**src/rtl/i2c_mon_pkg.sv**
```systemverilog
// Shared types and widths for the I2C bus monitor.
// Optional glitch filter is enabled with I2C_MON_GLITCH_FILTER_EN.
package i2c_mon_pkg;

  localparam int I2C_ADDR_W    = 7;
  localparam int I2C_BYTE_W    = 8;
  localparam int BITS_PER_BYTE = 8;

  typedef enum logic [1:0] {
    IDLE,
    DATA,
    ACK
  } mon_state_e;

  function automatic int cnt_width(input int max_bytes);
    return $clog2(max_bytes + 1);
  endfunction

endpackage

```
**src/rtl/i2c_bus_monitor_if.sv**
```systemverilog
// Bus wires, address and observer outputs of the I2C monitor.
// Shared with the monitor top (I2C_MON_GLITCH_FILTER_EN build option).
interface i2c_bus_monitor_if
  import i2c_mon_pkg::*;
#(
  parameter int MAX_BYTES = 16
);
  localparam int CNT_W = cnt_width(MAX_BYTES);

  logic                  sda;
  logic                  scl;
  logic [I2C_ADDR_W-1:0] dev_addr;
  logic                  start_pulse;
  logic                  rstart_pulse;
  logic                  stop_pulse;
  logic                  byte_valid;
  logic [I2C_BYTE_W-1:0] byte_data;
  logic                  ack_valid;
  logic                  ack;
  logic                  addr_match;
  logic                  rw;
  logic                  frame_active;
  logic [3:0]            bit_count;
  logic [CNT_W-1:0]      byte_count;
  logic                  overflow;
  logic                  bus_error;

  modport master (
    output sda, scl, dev_addr,
    input  start_pulse, rstart_pulse, stop_pulse,
    input  byte_valid, byte_data, ack_valid, ack,
    input  addr_match, rw, frame_active,
    input  bit_count, byte_count, overflow, bus_error
  );

  modport slave (
    input  sda, scl, dev_addr,
    output start_pulse, rstart_pulse, stop_pulse,
    output byte_valid, byte_data, ack_valid, ack,
    output addr_match, rw, frame_active,
    output bit_count, byte_count, overflow, bus_error
  );

endinterface

```
**src/rtl/i2c_line_filter.sv**
```systemverilog
// Synchroniser, optional glitch filter and edge strobes for one bus line.
// Glitch filter present only when I2C_MON_GLITCH_FILTER_EN is defined.
module i2c_line_filter #(
  parameter int SYNC_STAGES   = 2,
  parameter int GLITCH_CYCLES = 3
) (
  input  logic clk,
  input  logic rst,
  input  logic raw,
  output logic level,
  output logic rise,
  output logic fall
);

  if (SYNC_STAGES < 2) begin : g_bad_sync
    $error("SYNC_STAGES must be at least 2");
  end
  if (GLITCH_CYCLES < 1) begin : g_bad_glitch
    $error("GLITCH_CYCLES must be at least 1");
  end

  logic [SYNC_STAGES-1:0] sync;
  logic                   synced;
  logic                   prev;

  always_ff @(posedge clk or posedge rst) begin
    if (rst) sync <= '1;
    else     sync <= {sync[SYNC_STAGES-2:0], raw};
  end

  assign synced = sync[SYNC_STAGES-1];

`ifdef I2C_MON_GLITCH_FILTER_EN
  localparam int GW = $clog2(GLITCH_CYCLES + 1);
  logic [GW-1:0] run;
  logic          filt;

  // Accept a new level only after GLITCH_CYCLES differing samples in a row.
  always_ff @(posedge clk or posedge rst) begin
    if (rst) begin
      filt <= 1'b1;
      run  <= '0;
    end else if (synced == filt) begin
      run  <= '0;
    end else if (run == GW'(GLITCH_CYCLES - 1)) begin
      filt <= synced;
      run  <= '0;
    end else begin
      run  <= run + GW'(1);
    end
  end

  assign level = filt;
`else
  assign level = synced;
`endif

  always_ff @(posedge clk or posedge rst) begin
    if (rst) prev <= 1'b1;
    else     prev <= level;
  end

  assign rise = level & ~prev;
  assign fall = ~level & prev;

endmodule

```
**src/rtl/i2c_bus_monitor.sv**
```systemverilog
// Read-only I2C frame tracker: START/STOP, bytes, ACK, address, errors.
// Define I2C_MON_GLITCH_FILTER_EN to filter short pulses on sda/scl.
module i2c_bus_monitor
  import i2c_mon_pkg::*;
#(
  parameter int SYNC_STAGES   = 2,
  parameter int GLITCH_CYCLES = 3,
  parameter int MAX_BYTES     = 16
) (
  input logic              system_clock,
  input logic              reset_n,
  i2c_bus_monitor_if.slave bus
);

  localparam int CNT_W = cnt_width(MAX_BYTES);

  logic sda_lvl, sda_rise, sda_fall;
  logic scl_lvl, scl_rise, scl_fall;

  i2c_line_filter #(
    .SYNC_STAGES  (SYNC_STAGES),
    .GLITCH_CYCLES(GLITCH_CYCLES)
  ) u_sda (
    .clk  (system_clock),
    .rst  (reset_n),
    .raw  (bus.sda),
    .level(sda_lvl),
    .rise (sda_rise),
    .fall (sda_fall)
  );

  i2c_line_filter #(
    .SYNC_STAGES  (SYNC_STAGES),
    .GLITCH_CYCLES(GLITCH_CYCLES)
  ) u_scl (
    .clk  (system_clock),
    .rst  (reset_n),
    .raw  (bus.scl),
    .level(scl_lvl),
    .rise (scl_rise),
    .fall (scl_fall)
  );

  mon_state_e                  state;
  logic [BITS_PER_BYTE-2:0]    shift;
  logic                        pend;
  logic                        scl_edge;
  logic                        start_ev;
  logic                        stop_ev;
  logic                        err;
  logic [I2C_BYTE_W-1:0]       full;

  assign scl_edge = scl_rise | scl_fall;
  assign start_ev = sda_fall & scl_lvl & ~scl_edge;
  assign stop_ev  = sda_rise & scl_lvl & ~scl_edge;
  assign full     = {shift, sda_lvl};

  // The SCL rise that precedes a legal START/STOP counts bit 1 with SCL
  // still high (pend); that case is a clean frame boundary, not an error.
  assign err = (state == ACK)
             || (bit_count_gt1())
             || (bus.bit_count == 4'd1 && !pend);

  function automatic logic bit_count_gt1();
    return bus.bit_count > 4'd1;
  endfunction

  always_ff @(posedge system_clock or posedge reset_n) begin
    if (reset_n) begin
      state            <= IDLE;
      shift            <= '0;
      pend             <= 1'b0;
      bus.start_pulse  <= 1'b0;
      bus.rstart_pulse <= 1'b0;
      bus.stop_pulse   <= 1'b0;
      bus.byte_valid   <= 1'b0;
      bus.byte_data    <= '0;
      bus.ack_valid    <= 1'b0;
      bus.ack          <= 1'b0;
      bus.addr_match   <= 1'b0;
      bus.rw           <= 1'b0;
      bus.frame_active <= 1'b0;
      bus.bit_count    <= '0;
      bus.byte_count   <= '0;
      bus.overflow     <= 1'b0;
      bus.bus_error    <= 1'b0;
    end else begin
      bus.start_pulse  <= 1'b0;
      bus.rstart_pulse <= 1'b0;
      bus.stop_pulse   <= 1'b0;
      bus.byte_valid   <= 1'b0;
      bus.ack_valid    <= 1'b0;
      bus.bus_error    <= 1'b0;
      if (scl_fall) pend <= 1'b0;
      case (state)
        IDLE: begin
          if (start_ev) begin
            bus.start_pulse  <= 1'b1;
            bus.frame_active <= 1'b1;
            bus.bit_count    <= '0;
            bus.byte_count   <= '0;
            bus.addr_match   <= 1'b0;
            bus.overflow     <= 1'b0;
            pend             <= 1'b0;
            state            <= DATA;
          end
        end
        default: begin
          if (start_ev) begin
            bus.rstart_pulse <= 1'b1;
            bus.bus_error    <= err;
            bus.bit_count    <= '0;
            bus.byte_count   <= '0;
            bus.addr_match   <= 1'b0;
            bus.overflow     <= 1'b0;
            pend             <= 1'b0;
            state            <= DATA;
          end else if (stop_ev) begin
            bus.stop_pulse   <= 1'b1;
            bus.bus_error    <= err;
            bus.frame_active <= 1'b0;
            bus.addr_match   <= 1'b0;
            bus.overflow     <= 1'b0;
            bus.bit_count    <= '0;
            pend             <= 1'b0;
            state            <= IDLE;
          end else if (scl_rise && state == ACK) begin
            bus.ack_valid    <= 1'b1;
            bus.ack          <= ~sda_lvl;
            bus.bit_count    <= '0;
            state            <= DATA;
          end else if (scl_rise) begin
            shift         <= full[BITS_PER_BYTE-2:0];
            bus.bit_count <= bus.bit_count + 4'd1;
            if (bus.bit_count == 4'd0) pend <= 1'b1;
            if (bus.bit_count == 4'(BITS_PER_BYTE - 1)) begin
              bus.byte_valid <= 1'b1;
              bus.byte_data  <= full;
              if (bus.byte_count != CNT_W'(MAX_BYTES))
                bus.byte_count <= bus.byte_count + CNT_W'(1);
              if (bus.byte_count >= CNT_W'(MAX_BYTES - 1))
                bus.overflow <= 1'b1;
              if (bus.byte_count == '0) begin
                bus.rw         <= full[0];
                bus.addr_match <= (full[7:1] == bus.dev_addr);
              end
              state <= ACK;
            end
          end
        end
      endcase
    end
  end

endmodule

```
**src/flat_wrapper.sv**
```systemverilog
// flat-port wrapper written by rule: the top's interface ports become plain ports
module i2c_bus_monitor_flat import i2c_mon_pkg::*;
#(
  parameter int SYNC_STAGES   = 2,
  parameter int GLITCH_CYCLES = 3,
  parameter int MAX_BYTES     = 16
)
  (system_clock, reset_n, bus_sda, bus_scl, bus_dev_addr, bus_start_pulse, bus_rstart_pulse, bus_stop_pulse, bus_byte_valid, bus_byte_data, bus_ack_valid, bus_ack, bus_addr_match, bus_rw, bus_frame_active, bus_bit_count, bus_byte_count, bus_overflow, bus_bus_error);
  i2c_bus_monitor_if #(.MAX_BYTES(MAX_BYTES)) bus_i ();
  input logic system_clock;
  input logic reset_n;
  input wire logic [$bits(bus_i.sda)-1:0] bus_sda;
  input wire logic [$bits(bus_i.scl)-1:0] bus_scl;
  input wire logic [$bits(bus_i.dev_addr)-1:0] bus_dev_addr;
  output wire logic [$bits(bus_i.start_pulse)-1:0] bus_start_pulse;
  output wire logic [$bits(bus_i.rstart_pulse)-1:0] bus_rstart_pulse;
  output wire logic [$bits(bus_i.stop_pulse)-1:0] bus_stop_pulse;
  output wire logic [$bits(bus_i.byte_valid)-1:0] bus_byte_valid;
  output wire logic [$bits(bus_i.byte_data)-1:0] bus_byte_data;
  output wire logic [$bits(bus_i.ack_valid)-1:0] bus_ack_valid;
  output wire logic [$bits(bus_i.ack)-1:0] bus_ack;
  output wire logic [$bits(bus_i.addr_match)-1:0] bus_addr_match;
  output wire logic [$bits(bus_i.rw)-1:0] bus_rw;
  output wire logic [$bits(bus_i.frame_active)-1:0] bus_frame_active;
  output wire logic [$bits(bus_i.bit_count)-1:0] bus_bit_count;
  output wire logic [$bits(bus_i.byte_count)-1:0] bus_byte_count;
  output wire logic [$bits(bus_i.overflow)-1:0] bus_overflow;
  output wire logic [$bits(bus_i.bus_error)-1:0] bus_bus_error;
  assign bus_i.sda = bus_sda;
  assign bus_i.scl = bus_scl;
  assign bus_i.dev_addr = bus_dev_addr;
  assign bus_start_pulse = bus_i.start_pulse;
  assign bus_rstart_pulse = bus_i.rstart_pulse;
  assign bus_stop_pulse = bus_i.stop_pulse;
  assign bus_byte_valid = bus_i.byte_valid;
  assign bus_byte_data = bus_i.byte_data;
  assign bus_ack_valid = bus_i.ack_valid;
  assign bus_ack = bus_i.ack;
  assign bus_addr_match = bus_i.addr_match;
  assign bus_rw = bus_i.rw;
  assign bus_frame_active = bus_i.frame_active;
  assign bus_bit_count = bus_i.bit_count;
  assign bus_byte_count = bus_i.byte_count;
  assign bus_overflow = bus_i.overflow;
  assign bus_bus_error = bus_i.bus_error;
  i2c_bus_monitor #(.SYNC_STAGES(SYNC_STAGES), .GLITCH_CYCLES(GLITCH_CYCLES), .MAX_BYTES(MAX_BYTES)) u_core (.system_clock(system_clock), .reset_n(reset_n), .bus(bus_i));
endmodule
```
**config.mk**
```make
export PLATFORM = sky130hd
export DESIGN_NAME = i2c_bus_monitor_flat
export DESIGN_NICKNAME = d
export VERILOG_FILES = /design/src/rtl/i2c_mon_pkg.sv /design/src/rtl/i2c_bus_monitor_if.sv /design/src/rtl/i2c_line_filter.sv /design/src/rtl/i2c_bus_monitor.sv /design/src/flat_wrapper.sv
export SDC_FILE = /design/constraint.sdc
export NUM_CORES = 1
export LEC_CHECK = 0
export CAP_MARGIN = 25
export CORE_MARGIN = 2
export CORE_UTILIZATION = 45
export CTS_CLUSTER_DIAMETER = 200
export DETAILED_ROUTE_END_ITERATION = 8
export DONT_BUFFER_PORTS = 1
export SLEW_MARGIN = 30
export SYNTH_ARGS = -nofsm -noshare
export SYNTH_HDL_FRONTEND = slang
export SYNTH_SLANG_ARGS = --single-unit
```
**constraint.sdc**
```tcl
create_clock -name system_clock -period 3.2 [get_ports system_clock]
set_clock_uncertainty 0.15 [all_clocks]
set_input_delay 0.48 -clock system_clock [delete_from_list [all_inputs] [get_ports system_clock]]
set_output_delay 0.48 -clock system_clock [all_outputs]
set_load 0.02 [all_outputs]
```
* After elaboration in Yosys (flattened, before gate mapping)
Cells that the tools add are included.
Storage, ports and cells: bits in registers 44, input port bits 11, output and inout bits 28, word-level logic and storage cells 148
Cells by class: add/sub/neg operators 2, magnitude comparators 2, equality and inequality tests 10, muxes and demuxes 67, bitwise gates (word level) 18, reductions and logical operators 28
Operators with widths (count):
- 1-bit two-way mux | 46
- 5-bit two-way mux | 8
- 4-bit two-way mux | 6
- 5-bit AND reduction | 3
- 2-bit two-way mux | 7
- 6-bit AND reduction | 2
- 3-bit nonzero test | 4
- 1-bit inverter | 9
- 1-bit AND | 8
- 2-bit nonzero test | 4
- 4-bit nonzero test | 2
- 7-bit == test | 1
- 7-bit AND reduction | 1
- 2-bit by 1-bit != test with 1-bit output, second input constant | 3
- 3-bit AND reduction | 2
- 5-bit by 1-bit adder with 5-bit output, second input constant | 1
- 5-bit by 4-bit >= comparator with 1-bit output, second input constant | 1
- 5-bit logical NOT | 1
- 5-bit != test, second input constant | 1
- 4-bit by 1-bit adder with 4-bit output, second input constant | 1
- 4-bit by 1-bit == test with 1-bit output, second input constant | 1
- 4-bit by 3-bit == test with 1-bit output, second input constant | 1
- 4-bit by 1-bit greater-than comparator with 1-bit output, second input constant | 1
- 4-bit logical NOT | 1
- 10 further kinds | 12

* Logic depth before layout (Yosys ltp)
word-level depth 9, depth in mapped cells 8, mapped depth without buffers 6

* Cells and area by module
From an unflattened synthesis, not the netlist that was laid out.
Unflattened totals: cell total of the unflattened synthesis 175, area, all modules 2077.0 µm²
Modules (own cells, without submodules):
- i2c_bus_monitor | instances 1, cells each 163, area an instance 1881.8 µm², seq. area each 950.9 µm²
- i2c_line_filter | instances 2, cells each 6, area an instance 97.6 µm², seq. area each 78.8 µm²

* Least setup slack after synthesis
Ideal clock, no wire load.
kind register to register, start register u_core.u_scl.prev, end register u_core.bus.byte_data[0], setup time 0.125 ns, arrival 1.741 ns, required time 2.925 ns, slack 1.185 ns, cell stages (with the launch flop) 7, path buffers 1, clock period less this slack 2.015 ns, cell sequence dfstp_2 > inv_1 > ha_1 > and2_1 > a211oi_2 > buf_4 > mux2_2
Between the ends: word-level cells in the longest chain between the ends 7, elaborated cells between the ends (all ways) 12, those cells by class bitwise: 10; reduce/logical: 2
RTL lines:
- start, declared | line i2c_line_filter.sv:24 | logic prev;
- start signal, assigned | line i2c_line_filter.sv:60 | else prev <= level;
- 1-bit inverter | line i2c_line_filter.sv:63 | assign rise = level & ~prev;
- 1-bit AND | line i2c_line_filter.sv:63
- 1-bit bitwise OR | line i2c_bus_monitor.sv:53 | assign scl_edge = scl_rise | scl_fall;
- 1-bit inverter | line i2c_bus_monitor.sv:54, i2c_bus_monitor.sv:55
- 1-bit AND (on tied branches) | line i2c_bus_monitor.sv:54, i2c_bus_monitor.sv:55
- 1-bit inverter (no source line)
- 6-bit AND reduction (no source line) (*)
- end signal, assigned | line i2c_bus_monitor.sv:138 | bus.byte_data <= full;
- end, declared | line i2c_bus_monitor_if.sv:39 | output byte_valid, byte_data, ack_valid, ack,
Mark *: on every way between the ends. The rest lies on a longest branch, timed or not. A chain may end at the register's enable or synchronous reset.

* Worst setup path after layout
start register u_core.u_scl.prev, end register u_core.shift[6]
Between the ends: word-level cells in the longest chain between the ends 7, elaborated cells between the ends (all ways) 12, those cells by class bitwise: 10; reduce/logical: 2
RTL lines:
- 1-bit inverter | line i2c_line_filter.sv:63
- 1-bit AND | line i2c_line_filter.sv:63
- 1-bit bitwise OR | line i2c_bus_monitor.sv:53
- 1-bit inverter | line i2c_bus_monitor.sv:54, i2c_bus_monitor.sv:55
- 1-bit AND (on tied branches) | line i2c_bus_monitor.sv:54, i2c_bus_monitor.sv:55
- 1-bit inverter (no source line)
- 5-bit AND reduction (no source line) (*)
- end signal, assigned | line i2c_bus_monitor.sv:133 | shift <= full[BITS_PER_BYTE-2:0];
- end, declared | line i2c_bus_monitor.sv:45 | logic [BITS_PER_BYTE-2:0] shift;
Marks and branches as above.

==> flow_summary.toml <==
[yosys]
yosys.area_share.adder = 0.0543
ys.flop_type = "dfrtp_1"
avgSynthCellArea_sq_um = 12.2
yosysWarnings = 0
yosysSeqAreaShare = 0.534
synth_fp_nets = 190
synth_top_family_by_area = "simple AND/OR/NAND/NOR gates"
ys_seq_elements = 44
async_flop_share = 1.00
synth_xor_area_frac = 0.0416
synth_compound_gate_area_share = 0.0905
ys_types = 44
yosys.area_share.simple = 0.134
synthCells = 170
synthMuxAreaShare = 0.107
synth_area_sq_um = 2070
synth_edf_count = 0

[timing]
setup_ws_ns = 0.777
fin_crit_sh = 0.757
fmax_ghz = 0.413
final_max_slew_viol_count = 0
fin_tns_setup_ns = 0
final_hold_viol_count = 0
period_needed_ns = 2.42
setup_viol = 0
relSlewSlack = 0.370
worst_slew_pin_slew_ns = 0.939
rsz0062_at_grt = "false"

[global_routing]
grt_overflow = 0
grt_max_degree = 27
antenna_found_initial = 0
first_global_vias = 1361
grtUsageTotal = 0.166
grt_pass1_wl_microns = 6630

[critical_path]
critPathSlowestCell = "o21ai_1"
crit_chain = "inv_1 > ha_1 > nand2_1 > o21ai_1 > mux2_2"
end_kind = "flop"
cp_max_fo = 11
cpLargestDelayFamily = "compound AO/OA/AOI/OAI gates"
critPathBufInv = 1
cp.required_ns = 3.23
reg2reg_slack_ns = 0.78
start_kind = "flop"
arrival_ns = 2.45
critPathMaxStageDelay_ns = 0.75
worstSetupPathType = "reg -> reg"

[run_status]
outcome = "completed"

[cts]
post_cts.repair.setup_buffers = 0
cts_max_level = 2
clock_path_buffers = 2
clkTransAtPathRegs_ns = 0.08
cts.sinks = 44
cts_tree = "done"
post_cts_resize_count = 0
cts_made_buffers = 5
worstSkewPairLatency_ns = 0.29
cts_root_buf = "clkbuf_8"

[floorplanning]
io_pins = 39
die_w_microns = 71.9
rows = 24
core_sq_um = 4380
die_h_microns = 71.9
dieArea_sq_um = 5170
initial_utilization = 0.473

[detailed_routing]
drt_iter0_drc = 45
antenna_left = 0
drtPass1Iterations = 4
viasPerCell = 5.61
wl_per_cell_microns = 17.3
drt-total-wl_microns = 3930
remaining_drc_errors = 0
vias = 1279

[final_layout]
nFillCells = 411
area_growth_pct = 7.18
diodes = 0
final_common_cell = "dfrtp_1"
final_cell_mix = "38 x dfrtp_1, 17 x mux2_2, 11 x inv_1"
final_nets = 195
drive_gt1_frac = 0.222

[power]
ir_worst_vdd_v = 0.000269
powerDensity_nw_per_um2 = 627
p_leak_nw = 1.09

[min_path]
holdCritPathClass = "in -> reg"

[place]
dp_hpwl_microns = 2870
io_buffer_count = 0
gp_congestion = 0.816
dp_slack_ns = 0.770

[job]
max-cap-violations = 0
cell type report:
type	instances	area, sq um	area share
well taps	52	65.1	0.0293
multi-input cells	109	887	0.399
repair buffers	3	25.0	0.0113
clock inverters	2	10.0	0.00450
inverters	12	45.0	0.0203
clock buffers	6	82.6	0.0371
flip-flops and latches	44	1110	0.499
worst paths after layout:
| kind | from | endpoint | cells after the start |
|---|---|---|---|
| min reg2reg | u_core.u_sda.sync[0] | u_core.u_sda.sync[1] | 0 |
| max | u_core.u_scl.prev | u_core.shift[6] | 5 |
| max reg2reg | u_core.u_scl.prev | u_core.shift[6] | 5 |
| min in group asynchronous | reset_n | u_core.bus.bit_count[2] | 2 |
| max in group asynchronous | reset_n | u_core.u_sda.sync[1] | 3 |
| min | bus_sda | u_core.u_sda.sync[0] | 0 |
logic make-up (layout without fill, tap and decap cells):
kind of cell    count (synthesis)  after routing
simple gates                   45             45
flops                          44             44
compound gates                 26             26
mux                            20             20
buf+inv                        17             23
fa+ha+maj                       9              9
xor+xnor                        9              9
synthesized netlist by cell type (2+ instances only):
| library cell | count | area [sq um] |
|---|---|---|
| a21o_1 | 3 | 22.5 |
| a21oi_1 | 3 | 15.0 |
| a22o_1 | 3 | 26.3 |
| a31oi_1 | 4 | 25.0 |
| and2_1 | 2 | 12.5 |
| and3_1 | 4 | 25.0 |
| buf_2 | 2 | 10.0 |
| dfrtp_1 | 38 | 951 |
| dfstp_2 | 6 | 158 |
| ha_1 | 9 | 113 |
| inv_1 | 12 | 45.0 |
| mux2_2 | 17 | 191 |
| mux2i_1 | 3 | 30.0 |
| nand2_1 | 8 | 30.0 |
| nand2b_1 | 2 | 12.5 |
| nand3b_1 | 2 | 15.0 |
| nand4b_1 | 2 | 17.5 |
| nor2_1 | 5 | 18.8 |
| nor2b_1 | 3 | 18.8 |
| nor3_1 | 4 | 20.0 |
| nor3b_1 | 2 | 15.0 |
| nor4_1 | 2 | 12.5 |
| nor4b_1 | 2 | 17.5 |
| o21ai_0 | 4 | 20.0 |
| o221ai_1 | 2 | 17.5 |
| xor2_1 | 8 | 70.1 |
power breakdown:
part	internal [mW]	switching [mW]	leakage (nW)	total (mW)
Sequential	0.644	0.152	0.575	0.796
Combinational	0.128	0.125	0.463	0.252
Clock	0.172	0.174	0.0510	0.346
Total	0.944	0.451	1.09	1.39
per-layer routing:
metal  up-vias  part of all wire  global-route usage
met5         -                 0                   0
met4         0            0.0086              0.0692
met3         4             0.069              0.0597
met2        40              0.47               0.259
met1       626              0.45               0.210
li1        609                 -                   -
state kept, by name, summed over array words and instances (netlist names), 2 cells and up:
register,flops
u_core.bus.byte_data,8
u_core.shift,7
u_core.bus.byte_count,5
u_core.bus.bit_count,4
u_core.state,2
u_core.u_scl.sync,2
u_core.u_sda.sync,2
what timing repair did:
item	4_1_cts	5_1_grt
hold endpoints to repair	18	0
setup endpoints to repair	0	0
hold buffers	1	0
metrics by stage:
| step | cell area [sq um] | utilization | hold slack (ns) | cells | total power [mW] |
|---|---|---|---|---|---|
| after floorplan | 2070 | - | 0.195 | 170 | 0.983 |
| after global routing | 2220 | 0.507 | 0.00455 | 228 | 1.48 |
| after detailed placement | 2120 | 0.484 | 0.198 | 219 | 1.06 |
| after CTS | 2220 | 0.507 | 0.0177 | 228 | 1.41 |
| final | 2220 | 0.507 | 0.0300 | 228 | 1.39 |
| after global placement | 2120 | 0.484 | 0.197 | 219 | 1.04 |
(Power assumes the default switching activity.)
